===== config.mk =====
export PLATFORM = sky130hd
export DESIGN_NAME = ula_arbiter
export DESIGN_NICKNAME = d
export VERILOG_FILES = /design/src/rtl/ula_arbiter.sv
export SDC_FILE = /design/constraint.sdc
export NUM_CORES = 1
export LEC_CHECK = 0
export CELL_PAD_IN_SITES_DETAIL_PLACEMENT = 1
export CELL_PAD_IN_SITES_GLOBAL_PLACEMENT = 2
export CORE_ASPECT_RATIO = 2
export CORE_MARGIN = 5
export CORE_UTILIZATION = 36
export DETAILED_ROUTE_END_ITERATION = 6
export GPL_TIMING_DRIVEN = 0
export PLACE_DENSITY_LB_ADDON = 0.3
export SYNTH_ARGS = -nofsm -noshare
export SYNTH_HDL_FRONTEND = slang
export SYNTH_SLANG_ARGS = --single-unit

===== constraint.sdc =====
create_clock -name clk -period 8.9 [get_ports clk]
set_clock_uncertainty 0.15 [all_clocks]
set_input_delay 1.78 -clock clk [delete_from_list [all_inputs] [get_ports clk]]
set_output_delay 1.78 -clock clk [all_outputs]
set_load 0.01 [all_outputs]

===== src/rtl/ula_arbiter.sv =====
// Two-requester ALU front end: arbitrates between requesters A and B, executes one
// MIPS-style ALU operation at a time and presents the result on a valid/ready port.
module ula_arbiter #(
    parameter bit FIRST_PRIO = 1'b0
) (
    input  logic        clk,
    input  logic        rst_n,
    input  logic        reqA,
    input  logic [1:0]  aluOpA,
    input  logic [5:0]  functA,
    input  logic [31:0] in1A,
    input  logic [31:0] in2A,
    input  logic [4:0]  shamtA,
    input  logic        reqB,
    input  logic [1:0]  aluOpB,
    input  logic [5:0]  functB,
    input  logic [31:0] in1B,
    input  logic [31:0] in2B,
    input  logic [4:0]  shamtB,
    output logic        ackA,
    output logic        ackB,
    output logic        rspValid,
    input  logic        rspReady,
    output logic        rspId,
    output logic [31:0] rspResult,
    output logic        rspOverflow,
    output logic        rspIllegal,
    output logic        busy,
    output logic [15:0] opCount
);

    localparam int unsigned DW = 32;
    localparam int unsigned FW = 6;
    localparam int unsigned SW = 5;
    localparam int unsigned OW = 2;
    localparam int unsigned CW = 16;

    localparam logic [OW-1:0] OP_ADD   = 2'b00;
    localparam logic [OW-1:0] OP_AND   = 2'b01;
    localparam logic [OW-1:0] OP_RTYPE = 2'b10;

    localparam logic [FW-1:0] F_SLL = 6'd0;
    localparam logic [FW-1:0] F_SRL = 6'd2;
    localparam logic [FW-1:0] F_SRA = 6'd3;
    localparam logic [FW-1:0] F_ADD = 6'd32;
    localparam logic [FW-1:0] F_SUB = 6'd34;
    localparam logic [FW-1:0] F_AND = 6'd36;
    localparam logic [FW-1:0] F_OR  = 6'd37;
    localparam logic [FW-1:0] F_SLT = 6'd42;

    typedef enum logic [1:0] {
        IDLE = 2'd0,
        EXEC = 2'd1,
        RESP = 2'd2
    } state_t;

    state_t state;
    state_t state_next;

    logic          last_grant;
    logic          any_req_c;
    logic          sel_b_c;
    logic          capture_c;
    logic          handshake_c;

    logic [OW-1:0] op_q;
    logic [FW-1:0] funct_q;
    logic [DW-1:0] in1_q;
    logic [DW-1:0] in2_q;
    logic [SW-1:0] shamt_q;
    logic          id_q;

    logic [DW-1:0] sum_c;
    logic [DW-1:0] diff_c;
    logic          add_ovf_c;
    logic          sub_ovf_c;
    logic          slt_c;
    logic [DW-1:0] alu_result_c;
    logic          alu_overflow_c;
    logic          alu_illegal_c;

    // Round-robin pick: a lone requester wins, a tie goes to whoever was not served last
    always_comb begin
        any_req_c   = reqA | reqB;
        sel_b_c     = reqB & (~reqA | ~last_grant);
        capture_c   = (state == IDLE) & any_req_c;
        handshake_c = (state == RESP) & rspValid & rspReady;
    end

    always_ff @(posedge clk or negedge rst_n) begin
        if (!rst_n) begin
            state <= IDLE;
        end else begin
            state <= state_next;
        end
    end

    always_comb begin
        state_next = state;
        case (state)
            IDLE:    if (any_req_c) state_next = EXEC;
            EXEC:    state_next = RESP;
            RESP:    if (handshake_c) state_next = IDLE;
            default: state_next = IDLE;
        endcase
    end

    // Operand capture from the granted requester
    always_ff @(posedge clk or negedge rst_n) begin
        if (!rst_n) begin
            op_q       <= '0;
            funct_q    <= '0;
            in1_q      <= '0;
            in2_q      <= '0;
            shamt_q    <= '0;
            id_q       <= 1'b0;
            last_grant <= ~FIRST_PRIO;
        end else if (capture_c) begin
            op_q       <= sel_b_c ? aluOpB : aluOpA;
            funct_q    <= sel_b_c ? functB : functA;
            in1_q      <= sel_b_c ? in1B   : in1A;
            in2_q      <= sel_b_c ? in2B   : in2A;
            shamt_q    <= sel_b_c ? shamtB : shamtA;
            id_q       <= sel_b_c;
            last_grant <= sel_b_c;
        end
    end

    always_comb begin
        sum_c     = in1_q + in2_q;
        diff_c    = in1_q - in2_q;
        add_ovf_c = (in1_q[DW-1] == in2_q[DW-1]) & (sum_c[DW-1] != in1_q[DW-1]);
        sub_ovf_c = (in1_q[DW-1] != in2_q[DW-1]) & (diff_c[DW-1] != in1_q[DW-1]);
        slt_c     = $signed(in1_q) < $signed(in2_q);
    end

    // Undecodable operations still return the ADD sum, flagged illegal, with no overflow
    always_comb begin
        alu_result_c   = sum_c;
        alu_overflow_c = 1'b0;
        alu_illegal_c  = 1'b0;
        case (op_q)
            OP_ADD: alu_overflow_c = add_ovf_c;
            OP_AND: alu_result_c   = in1_q & in2_q;
            OP_RTYPE: begin
                case (funct_q)
                    F_SLL: alu_result_c = in1_q << shamt_q;
                    F_SRL: alu_result_c = in1_q >> shamt_q;
                    F_SRA: alu_result_c = DW'($signed(in1_q) >>> shamt_q);
                    F_ADD: alu_overflow_c = add_ovf_c;
                    F_SUB: begin
                        alu_result_c   = diff_c;
                        alu_overflow_c = sub_ovf_c;
                    end
                    F_AND: alu_result_c = in1_q & in2_q;
                    F_OR:  alu_result_c = in1_q | in2_q;
                    F_SLT: alu_result_c = {(DW-1)'(0), slt_c};
                    default: alu_illegal_c = 1'b1;
                endcase
            end
            default: alu_illegal_c = 1'b1;
        endcase
    end

    // Registered outputs; response fields only change on the EXEC->RESP edge
    always_ff @(posedge clk or negedge rst_n) begin
        if (!rst_n) begin
            ackA        <= 1'b0;
            ackB        <= 1'b0;
            rspValid    <= 1'b0;
            rspId       <= 1'b0;
            rspResult   <= '0;
            rspOverflow <= 1'b0;
            rspIllegal  <= 1'b0;
            busy        <= 1'b0;
            opCount     <= '0;
        end else begin
            busy <= (state_next != IDLE);
            ackA <= capture_c & ~sel_b_c;
            ackB <= capture_c & sel_b_c;
            if (state == EXEC) begin
                rspValid    <= 1'b1;
                rspId       <= id_q;
                rspResult   <= alu_result_c;
                rspOverflow <= alu_overflow_c;
                rspIllegal  <= alu_illegal_c;
            end else if (handshake_c) begin
                rspValid <= 1'b0;
                opCount  <= opCount + CW'(1);
            end
        end
    end

endmodule


==> results of run 1 <==
how the worst max path moves through the flow:
stage	depth (start not counted)	to	startpoint
6_report	13	rspResult[18]$_DFFE_PN0P_	in1_q[0]$_DFFE_PN0P_
5_1_grt	13	rspResult[30]$_DFFE_PN0P_	in1_q[0]$_DFFE_PN0P_
4_1_cts	13	rspResult[30]$_DFFE_PN0P_	in1_q[0]$_DFFE_PN0P_
3_5_place_dp	7	in1_q[27]$_DFFE_PN0P_	reqB
3_3_place_gp	1	rspResult[26]$_DFFE_PN0P_	rst_n
2_1_floorplan	6	in1_q[10]$_DFFE_PN0P_	reqB
per-stage QoR:
step	worst slack [ns]	util [%]	total power [uW]
CTS	3.89	44.6	1450
global route	3.72	44.6	1470
floorplan	5.57	-	630
detailed placement	3.48	43.3	719
finish	3.72	44.6	1440
global placement	-0.124	43.2	716
area by class of cell:
cell class / instances / area (um^2)
inverter: 184 / 691
tap: 535 / 669
clock buffer: 17 / 425
antenna: 2 / 5.00
sequential: 136 / 3400
fill: 4972 / 22700
buffer: 161 / 681
timing repair buffer: 214 / 2160
multi-input combinational: 1365 / 10100
clock inverter: 15 / 130
cells by family (layout without fill, tap and decap cells):
kind of cell    Yosys count  count (layout)  synth area share, %
compound gates          570             570                 27.4
xor+xnor                 64              64                 3.76
fa+ha+maj               102             102                 8.67
buf+inv                 345             591                 9.20
flops                   136             136                 22.9
mux                     124             124                 12.8
other cells               0               2                    0
simple gates            505             505                 15.3
critical path, cell delays in order (launching register included):
cell       delay (ns)
dfrtp_1          0.40
clkbuf_1         0.60
inv_1            0.15
ha_1             0.28
fa_1             0.44
nor2_1           0.22
o311ai_0         0.18
a21oi_1          0.52
a21oi_1          0.29
o21ba_2          0.32
o31ai_1          0.26
xnor2_1          0.11
a2111oi_0        0.95
o41ai_1          0.17
where the power goes:
part / switching, uW / leakage, uW / internal, uW
Sequential: 0 / 0.00188 / 618
Combinational: 27.5 / 0.00537 / 61.6
Clock: 365 / 0.000269 / 368
per-layer routing:
layer | track usage, % | routed length, um | up-vias
li1 | - | - | 7270
met1 | 37.2 | 29500 | 8278
met2 | 65.3 | 43700 | 788
met3 | 4.23 | 3950 | 341
met4 | 32.3 | 9580 | 0
met5 | 0 | 0 | -
cell usage after synthesis (all sizes together) (7+ instances only):
master | n | area [um^2]
nor2 | 141 | 529
or2 | 7 | 43.8
mux2i | 55 | 551
o211ai | 37 | 283
inv | 183 | 687
a21o | 15 | 115
a221oi | 15 | 131
nor3 | 45 | 230
and3 | 8 | 50.1
nand2b | 8 | 50.1
nand2 | 197 | 742
o31ai | 10 | 88.8
o21ai | 92 | 464
nor2b | 15 | 93.8
buf | 48 | 256
or3 | 13 | 81.3
o311ai | 8 | 70.1
a221o | 9 | 90.1
nor4 | 11 | 75.1
o21bai | 17 | 128
a222oi | 77 | 771
o41ai | 10 | 110
a21oi | 150 | 751
a211oi | 36 | 270
a31oi | 13 | 81.3
nand3 | 23 | 115
ha | 100 | 1250
xnor2 | 57 | 499
mux4 | 52 | 1170
dfrtp | 135 | 3380
a22oi | 10 | 75.1
o221ai | 10 | 87.6
mux2 | 17 | 191
a2111oi | 8 | 70.1
xor2 | 7 | 61.3
nand4 | 18 | 113
clkbuf | 113 | 424
sequential cells by signal, summed over array words and instances (netlist names), 2 cells and up:
name	flops
in2_q	32
funct_q	6
in1_q	32
op_q	2
shamt_q	5
state	2
opCount	16
rspResult	32
==> report_table.html, run 1 <==
<table>
<tr><th>Metric</th><th>Value</th></tr>
<tr><th colspan="2">Global routing</th></tr>
<tr><td>Maximum number of pins on one net before global-route repair</td><td>between 80 and 90</td></tr>
<tr><td>Via count of the first global-routing pass</td><td>17,800</td></tr>
<tr><td>Global-route usage over all layers</td><td>between 30% and 40%</td></tr>
<tr><td>Initial antenna violation count</td><td>2</td></tr>
<tr><td>Overall overflow remaining after global route</td><td>0</td></tr>
<tr><td>Wire length of the first global-routing pass</td><td>approximately 120 mm</td></tr>
<tr><th colspan="2">Logic synthesis</th></tr>
<tr><td>Share of synthesized registers carrying an async set or reset</td><td>between 90% and 100%</td></tr>
<tr><td>Sequential share of the synthesized area</td><td>22.9%</td></tr>
<tr><td>Synthesized instance count</td><td>roughly 1,800</td></tr>
<tr><td>Number of synthesized flops with an enable pin</td><td>0</td></tr>
<tr><td>Flip-flop and latch count after synthesis</td><td>~140</td></tr>
<tr><td>Combined area of all synthesized cells</td><td>14,900 um^2</td></tr>
<tr><td>Primary FF master, synth</td><td>dfrtp_1</td></tr>
<tr><td>Net count after synthesis</td><td>roughly 2,100</td></tr>
<tr><td>Number of warning messages in the yosys log</td><td>0</td></tr>
<tr><td>Number of distinct standard cells referenced by the synthesized netlist</td><td>just under 90</td></tr>
<tr><td>Avg Inst Size Synth</td><td>about 8.1 um^2</td></tr>
<tr><th colspan="2">Timing</th></tr>
<tr><td>Number of pins with negative max-slew slack in the final report</td><td>7</td></tr>
<tr><td>Fmax</td><td>just under 200 MHz</td></tr>
<tr><td>Pin slew with the least headroom to its limit</td><td>~1.5 ns</td></tr>
<tr><td>Time the final worst path needs with I/O delays and setup</td><td>between 5 and 6 ns</td></tr>
<tr><td>Number of failing setup endpoints in the final timing report</td><td>0</td></tr>
<tr><td>Final hold violation count</td><td>0</td></tr>
<tr><td>Unrepaired setup endpoints after global routing</td><td>false</td></tr>
<tr><td>Accumulated negative setup slack</td><td>0 ns</td></tr>
<tr><td>Worst rel slew slack</td><td>-1.51%</td></tr>
<tr><td>WHS</td><td>roughly 0.33 ns</td></tr>
<tr><td>Final critical-path share of the clock period</td><td>approximately 58%</td></tr>
<tr><th colspan="2">Clocking</th></tr>
<tr><td>Number of buffers inserted by post-CTS setup repair</td><td>0</td></tr>
<tr><td>Post-CTS Resized</td><td>0</td></tr>
<tr><td>Clock Latency Late Sink</td><td>about 0.47 ns</td></tr>
<tr><td>CTS Buf Count</td><td>17</td></tr>
<tr><td>Clock transition at the register clock pins on the worst setup and hold paths after CTS</td><td>~0.070 ns</td></tr>
<tr><td>Maximum number of buffers from clock root to sink</td><td>2</td></tr>
<tr><td>CTS tree</td><td>built</td></tr>
<tr><td>H-tree levels</td><td>4</td></tr>
<tr><td>Hold_buf cts</td><td>0</td></tr>
<tr><td>Clock tree root driver cell</td><td>clkbuf_16</td></tr>
<tr><td>Number of sinks on the clock net</td><td>136</td></tr>
<tr><th colspan="2">Setup path</th></tr>
<tr><td>WS Path Type</td><td>reg2reg</td></tr>
<tr><td>Number of cells on the worst reg-to-reg path</td><td>13</td></tr>
<tr><td>Register-to-Register Setup Slack</td><td>3.72 ns</td></tr>
<tr><td>Startpoint of the worst-slack reg-to-reg timing path</td><td>in1_q[0]$_DFFE_PN0P_</td></tr>
<tr><td>Req. time, crit path</td><td>roughly 9 ns</td></tr>
<tr><td>Kind of start point of the critical path</td><td>register</td></tr>
<tr><td>Maximum net fanout on the critical path</td><td>8</td></tr>
<tr><td>Arrival time of data at the critical path endpoint</td><td>about 5.3 ns</td></tr>
<tr><td>Endpoint of the lowest-slack register-to-register path</td><td>rspResult[18]$_DFFE_PN0P_</td></tr>
<tr><td>CP endpoint kind</td><td>register</td></tr>
<tr><th colspan="2">Route</th></tr>
<tr><td>DR WL/cell</td><td>33.0 um</td></tr>
<tr><td>Antenna viol nets, final</td><td>0</td></tr>
<tr><td>DRC violations left</td><td>5</td></tr>
<tr><td>Via count normalized by instance count</td><td>about 6.3</td></tr>
<tr><td>Drt first-iter violations</td><td>about 1,400</td></tr>
<tr><td>Total via count after detailed routing</td><td>~17,000</td></tr>
<tr><td>Routed WL</td><td>slightly below 90 mm</td></tr>
<tr><td>First-pass iteration count of the detailed router</td><td>7</td></tr>
<tr><th colspan="2">Pwr</th></tr>
<tr><td>Peak supply drop</td><td>0.000137 V</td></tr>
<tr><td>Power density of the placed cells</td><td>78.7 nW/um^2</td></tr>
<tr><td>Leak</td><td>between 0.007 and 0.008 uW</td></tr>
<tr><th colspan="2">Floorplan</th></tr>
<tr><td>Number of primary I/O pins</td><td>between 200 and 250</td></tr>
<tr><td>Standard cell core area</td><td>41,000 um^2</td></tr>
<tr><td>Effective utilization at floorplan</td><td>between 30% and 40%</td></tr>
<tr><td>Vert. Die Dim</td><td>between 200 and 300 um</td></tr>
<tr><td>Std cell rows</td><td>approximately 110</td></tr>
<tr><td>Width of the die</td><td>about 150 um</td></tr>
<tr><td>Die outline area</td><td>approximately 46,000 um^2</td></tr>
<tr><th colspan="2">Hold path</th></tr>
<tr><td>Hold path startpoint</td><td>rspResult[18]$_DFFE_PN0P_</td></tr>
<tr><td>WHS Path Cells</td><td>2</td></tr>
<tr><td>Worst min-delay path endpoint</td><td>rspResult[18]$_DFFE_PN0P_</td></tr>
<tr><td>Hold WC Path Type</td><td>reg2reg</td></tr>
<tr><th colspan="2">Job</th></tr>
<tr><td>Reported max-cap violation count</td><td>1</td></tr>
<tr><th colspan="2">Final layout</th></tr>
<tr><td>Most common library cell in the layout ignoring fill and taps</td><td>clkdlybuf4s50_1</td></tr>
<tr><td>Post-route cell area</td><td>about 18,000 um^2</td></tr>
<tr><td>Final cell count without fillers</td><td>~2,600</td></tr>
<tr><td>Final Net Count</td><td>2,340</td></tr>
<tr><td>Layout Area Growth over Synthesis</td><td>22.8%</td></tr>
<tr><td>Highest-count cells in the layout ignoring fill and taps</td><td>clkdlybuf4s50_1 (212), nand2_1 (196), inv_1 (182), a21oi_1 (149), nor2_1 (141)</td></tr>
<tr><td>Layout cell share with drive strength beyond 1</td><td>under 10%</td></tr>
<tr><th colspan="2">Placement</th></tr>
<tr><td>Post-DP Area</td><td>~18,000 um^2</td></tr>
<tr><td>Quantity of I/O buffers inserted on ports</td><td>roughly 210</td></tr>
<tr><td>Placed wire-length estimate after detailed placement</td><td>a little over 70 mm</td></tr>
<tr><td>Instance count after placement with tap cells included</td><td>~2,600</td></tr>
<tr><td>Weighted congestion at the end of routability-driven global placement</td><td>about 1.1</td></tr>
<tr><th colspan="2">Outcome</th></tr>
<tr><td>Outcome</td><td>finished, violations left</td></tr>
<tr><td>Violations in the final reports</td><td>DRC, capacitance limit, slew limit</td></tr>
</table>
Power figures use the tool's default switching activity.
==> run 2: changes to the inputs <==
--- a/config.mk
+++ b/config.mk
@@ -9,7 +9,7 @@
 export CELL_PAD_IN_SITES_GLOBAL_PLACEMENT = 2
 export CORE_ASPECT_RATIO = 2
 export CORE_MARGIN = 5
-export CORE_UTILIZATION = 36
+export CORE_UTILIZATION = 33
 export DETAILED_ROUTE_END_ITERATION = 6
 export GPL_TIMING_DRIVEN = 0
 export PLACE_DENSITY_LB_ADDON = 0.3
==> constraint.sdc (replaced) <==
create_clock -name clk -period 5.35 [get_ports clk]
set_clock_uncertainty 0.15 [all_clocks]
set_input_delay 1.07 -clock clk [delete_from_list [all_inputs] [get_ports clk]]
set_output_delay 1.07 -clock clk [all_outputs]
set_load 0.01 [all_outputs]
==> report_table.html, run 2 (synthesized netlist as in run 1, its figures left out) <==
<table>
<tr><th>Metric</th><th>Value</th></tr>
<tr><th colspan="2">Setup path</th></tr>
<tr><td>Top delay family on crit path</td><td>compound AO/OA/AOI/OAI gates (unchanged)</td></tr>
<tr><td>Arrival time of data at the critical path endpoint</td><td>5.51 ns (was 5.34 ns)</td></tr>
<tr><td>Kind of start point of the critical path</td><td>register (unchanged)</td></tr>
<tr><td>Buffers plus inverters on the worst setup path</td><td>2 (unchanged)</td></tr>
<tr><td>CP endpoint kind</td><td>register (unchanged)</td></tr>
<tr><td>Chain of cells forming the critical path</td><td>clkbuf_1, inv_1, ha_1, fa_1, nor2_1, o311ai_0, a21oi_1, a21oi_1, o31ai_1, a21boi_0, o31ai_1, mux2i_1, a22oi_1 (was clkbuf_1, inv_1, ha_1, fa_1, nor2_1, o311ai_0, a21oi_1, a21oi_1, o21ba_2, o31ai_1, xnor2_1, a2111oi_0, o41ai_1)</td></tr>
<tr><td>Largest incremental delay on the critical path</td><td>0.70 ns (was 0.95 ns)</td></tr>
<tr><td>Startpoint of the worst-slack reg-to-reg timing path</td><td>in1_q[0]$_DFFE_PN0P_ (unchanged)</td></tr>
<tr><td>Endpoint of the lowest-slack register-to-register path</td><td>rspResult[30]$_DFFE_PN0P_ (was rspResult[18]$_DFFE_PN0P_)</td></tr>
<tr><td>Source of the critical timing path</td><td>in1_q[0]$_DFFE_PN0P_ (unchanged)</td></tr>
<tr><td>Register-to-Register Setup Slack</td><td>0.06 ns (was 3.72 ns)</td></tr>
<tr><td>Req. time, crit path</td><td>5.56 ns (was 9.06 ns)</td></tr>
<tr><td>Capturing instance or port of the critical path</td><td>rspResult[30]$_DFFE_PN0P_ (was rspResult[18]$_DFFE_PN0P_)</td></tr>
<tr><td>WS Path Type</td><td>reg2reg (unchanged)</td></tr>
<tr><td>Critical-path top delay cell</td><td>o31ai_1 (was a2111oi_0)</td></tr>
<tr><td>Maximum net fanout on the critical path</td><td>8 (unchanged)</td></tr>
<tr><td>Stages on the worst setup path</td><td>13 (unchanged)</td></tr>
<tr><td>Number of cells on the worst reg-to-reg path</td><td>13 (unchanged)</td></tr>
<tr><th colspan="2">Timing</th></tr>
<tr><td>Worst rel slew slack</td><td>10.0% (was -1.51%)</td></tr>
<tr><td>Fmax</td><td>189 MHz (was 193 MHz)</td></tr>
<tr><td>Final hold violation count</td><td>0 (unchanged)</td></tr>
<tr><td>Final critical-path share of the clock period</td><td>98.9% (was 58.2%)</td></tr>
<tr><td>WHS</td><td>0.323 ns (was 0.327 ns)</td></tr>
<tr><td>Unrepaired setup endpoints after global routing</td><td>false (unchanged)</td></tr>
<tr><td>Number of failing setup endpoints in the final timing report</td><td>0 (unchanged)</td></tr>
<tr><td>Pin slew with the least headroom to its limit</td><td>1.34 ns (was 1.52 ns)</td></tr>
<tr><td>Number of pins with negative max-slew slack in the final report</td><td>0 (was 7)</td></tr>
<tr><td>Post-layout worst setup margin</td><td>0.0578 ns (was 3.72 ns)</td></tr>
<tr><td>Time the final worst path needs with I/O delays and setup</td><td>5.29 ns (was 5.18 ns)</td></tr>
<tr><th colspan="2">Pwr</th></tr>
<tr><td>Leak</td><td>0.00755 uW (was 0.00752 uW)</td></tr>
<tr><td>Peak supply drop</td><td>0.000175 V (was 0.000137 V)</td></tr>
<tr><td>Total design power</td><td>2440 uW (was 1440 uW)</td></tr>
<tr><td>Power density of the placed cells</td><td>133 nW/um^2 (was 78.7 nW/um^2)</td></tr>
<tr><th colspan="2">Clocking</th></tr>
<tr><td>Clock tree root driver cell</td><td>clkbuf_16 (unchanged)</td></tr>
<tr><td>Clock transition at the register clock pins on the worst setup and hold paths after CTS</td><td>0.08 ns (was 0.07 ns)</td></tr>
<tr><td>H-tree levels</td><td>4 (unchanged)</td></tr>
<tr><td>Number of buffers inserted by post-CTS setup repair</td><td>0 (unchanged)</td></tr>
<tr><td>Post-CTS Resized</td><td>0 (unchanged)</td></tr>
<tr><td>Hold_buf cts</td><td>0 (unchanged)</td></tr>
<tr><td>Number of sinks on the clock net</td><td>136 (unchanged)</td></tr>
<tr><td>Clock Latency Late Sink</td><td>0.48 ns (was 0.47 ns)</td></tr>
<tr><td>Maximum number of buffers from clock root to sink</td><td>2 (unchanged)</td></tr>
<tr><td>CTS Buf Count</td><td>17 (unchanged)</td></tr>
<tr><td>CTS tree</td><td>built (unchanged)</td></tr>
<tr><th colspan="2">Placement</th></tr>
<tr><td>Quantity of I/O buffers inserted on ports</td><td>213 (unchanged)</td></tr>
<tr><td>Placed wire-length estimate after detailed placement</td><td>73.2 mm (was 71.6 mm)</td></tr>
<tr><td>Pre-CTS worst setup slack</td><td>0.236 ns (was 3.48 ns)</td></tr>
<tr><td>Weighted congestion at the end of routability-driven global placement</td><td>1.04 (was 1.07)</td></tr>
<tr><td>Post-DP Area</td><td>17,800 um^2 (was 17,700 um^2)</td></tr>
<tr><th colspan="2">Job</th></tr>
<tr><td>Reported max-cap violation count</td><td>0 (was 1)</td></tr>
<tr><th colspan="2">Route</th></tr>
<tr><td>DR WL/cell</td><td>33.4 um (was 33.0 um)</td></tr>
<tr><td>Total via count after detailed routing</td><td>16,720 (was 16,677)</td></tr>
<tr><td>Antenna viol nets, final</td><td>0 (unchanged)</td></tr>
<tr><td>Routed WL</td><td>88.6 mm (was 86.8 mm)</td></tr>
<tr><td>First-pass iteration count of the detailed router</td><td>7 (unchanged)</td></tr>
<tr><td>DRC violations left</td><td>0 (was 5)</td></tr>
<tr><td>Via count normalized by instance count</td><td>6.30 (was 6.34)</td></tr>
<tr><td>Drt first-iter violations</td><td>1,468 (was 1,398)</td></tr>
<tr><th colspan="2">Floorplan</th></tr>
<tr><td>Width of the die</td><td>160 um (was 154 um)</td></tr>
<tr><td>Standard cell core area</td><td>44,900 um^2 (was 41,000 um^2)</td></tr>
<tr><td>Number of primary I/O pins</td><td>214 (unchanged)</td></tr>
<tr><td>Effective utilization at floorplan</td><td>33.2% (was 36.3%)</td></tr>
<tr><td>Vert. Die Dim</td><td>310 um (was 298 um)</td></tr>
<tr><td>Std cell rows</td><td>110 (was 105)</td></tr>
<tr><td>Die outline area</td><td>49,800 um^2 (was 45,800 um^2)</td></tr>
<tr><th colspan="2">Final layout</th></tr>
<tr><td>Final Net Count</td><td>2,341 (was 2,340)</td></tr>
<tr><td>Share of the core filled with cells in the final layout</td><td>41.0% (was 44.6%)</td></tr>
<tr><td>Highest-count cells in the layout ignoring fill and taps</td><td>clkdlybuf4s50_1 (212), nand2_1 (196), inv_1 (182), a21oi_1 (149), nor2_1 (141) (unchanged)</td></tr>
<tr><td>Count of inserted antenna diode cells</td><td>0 (was 2)</td></tr>
<tr><td>FILL cells</td><td>5,415 (was 4,972)</td></tr>
<tr><td>Layout cell share with drive strength beyond 1</td><td>8.03% (was 7.98%)</td></tr>
<tr><td>Post-route cell area</td><td>18,400 um^2 (was 18,300 um^2)</td></tr>
<tr><td>Registers with the highest flip-flop counts</td><td>in1_q (32), in2_q (32), rspResult (32) (unchanged)</td></tr>
<tr><td>Layout Area Growth over Synthesis</td><td>23.3% (was 22.8%)</td></tr>
<tr><td>Most common library cell in the layout ignoring fill and taps</td><td>clkdlybuf4s50_1 (unchanged)</td></tr>
<tr><th colspan="2">Hold path</th></tr>
<tr><td>Hold path startpoint</td><td>opCount[15]$_DFFE_PN0P_ (was rspResult[18]$_DFFE_PN0P_)</td></tr>
<tr><td>WHS Path Cells</td><td>1 (was 2)</td></tr>
<tr><td>Hold WC Path Type</td><td>reg2reg (unchanged)</td></tr>
<tr><th colspan="2">Outcome</th></tr>
<tr><td>Outcome</td><td>complete, no violations (was finished, violations left)</td></tr>
<tr><th colspan="2">Global routing</th></tr>
<tr><td>Wire length of the first global-routing pass</td><td>126 mm (was 123 mm)</td></tr>
<tr><td>Via count of the first global-routing pass</td><td>17,850 (was 17,800)</td></tr>
<tr><td>Initial antenna violation count</td><td>0 (was 2)</td></tr>
<tr><td>Global-route usage over all layers</td><td>34.8% (was 36.7%)</td></tr>
<tr><td>Overall overflow remaining after global route</td><td>0 (unchanged)</td></tr>
<tr><td>Maximum number of pins on one net before global-route repair</td><td>86 (was 83)</td></tr>
</table>
-- run 2: cell count changes in the layout (fill, tap and decap cells not counted), sizes merged --
cell,change
buf,+1
diode,-2
clkinv,+3
clkinvlp,-3
-- run 2: report_power, final --
group | internal (uW) | switching, uW | total, uW
clock network | 630 | 642 | 1270
logic | 102 | 41.8 | 144
registers | 1030 | 0 | 1030
-- run 2: worst min path at each step --
stage,endpoint,slack [ns]
final,opCount[15]$_DFFE_PN0P_,0.32
after global routing,rspResult[2]$_DFFE_PN0P_,0.35
after CTS,opCount[15]$_DFFE_PN0P_,0.33
after detailed placement,opCount[15]$_DFFE_PN0P_,0.31
after global placement,opCount[15]$_DFFE_PN0P_,0.31
after floorplan,rspId$_DFFE_PN0P_,0.29
-- run 2: cell type report --
type	instances	area, um^2	share of cell area, %
Buffer	161	681	3.70
Clock buffer	17	425	2.32
Clock inverter	15	171	0.933
Inverter	184	691	3.76
Multi-Input combinational cell	1365	10100	55.1
Sequential cell	136	3400	18.5
Tap cell	560	701	3.81
Timing Repair Buffer	215	2180	11.8
-- run 2: per-stage QoR --
stage | setup TNS, ns | std cells
after floorplan | 0 | 1846
after global placement | -377.00 | 2619
after detailed placement | 0 | 2621
after CTS | 0 | 2653
after global routing | 0 | 2653
final | 0 | 2653
-- run 2: worst reg2reg max path, cell delays in order, from the launching register on --
cell and delay [ns]:
dfrtp_1 0.40, clkbuf_1 0.69, inv_1 0.16, ha_1 0.27, fa_1 0.43, nor2_1 0.22
o311ai_0 0.17, a21oi_1 0.42, a21oi_1 0.25, o31ai_1 0.71, a21boi_0 0.43, o31ai_1 0.55
mux2i_1 0.25, a22oi_1 0.10
-- run 2: layer usage --
layer	GRT usage [%]	part of all wire [%]	wire length (um)	vias to the layer above
met5	0	0	0	-
met4	27.5	9.5	8410	0
met3	3.80	4.3	3800	301
met2	64.1	52	46000	727
met1	35.7	34	30500	8428
li1	-	-	-	7264
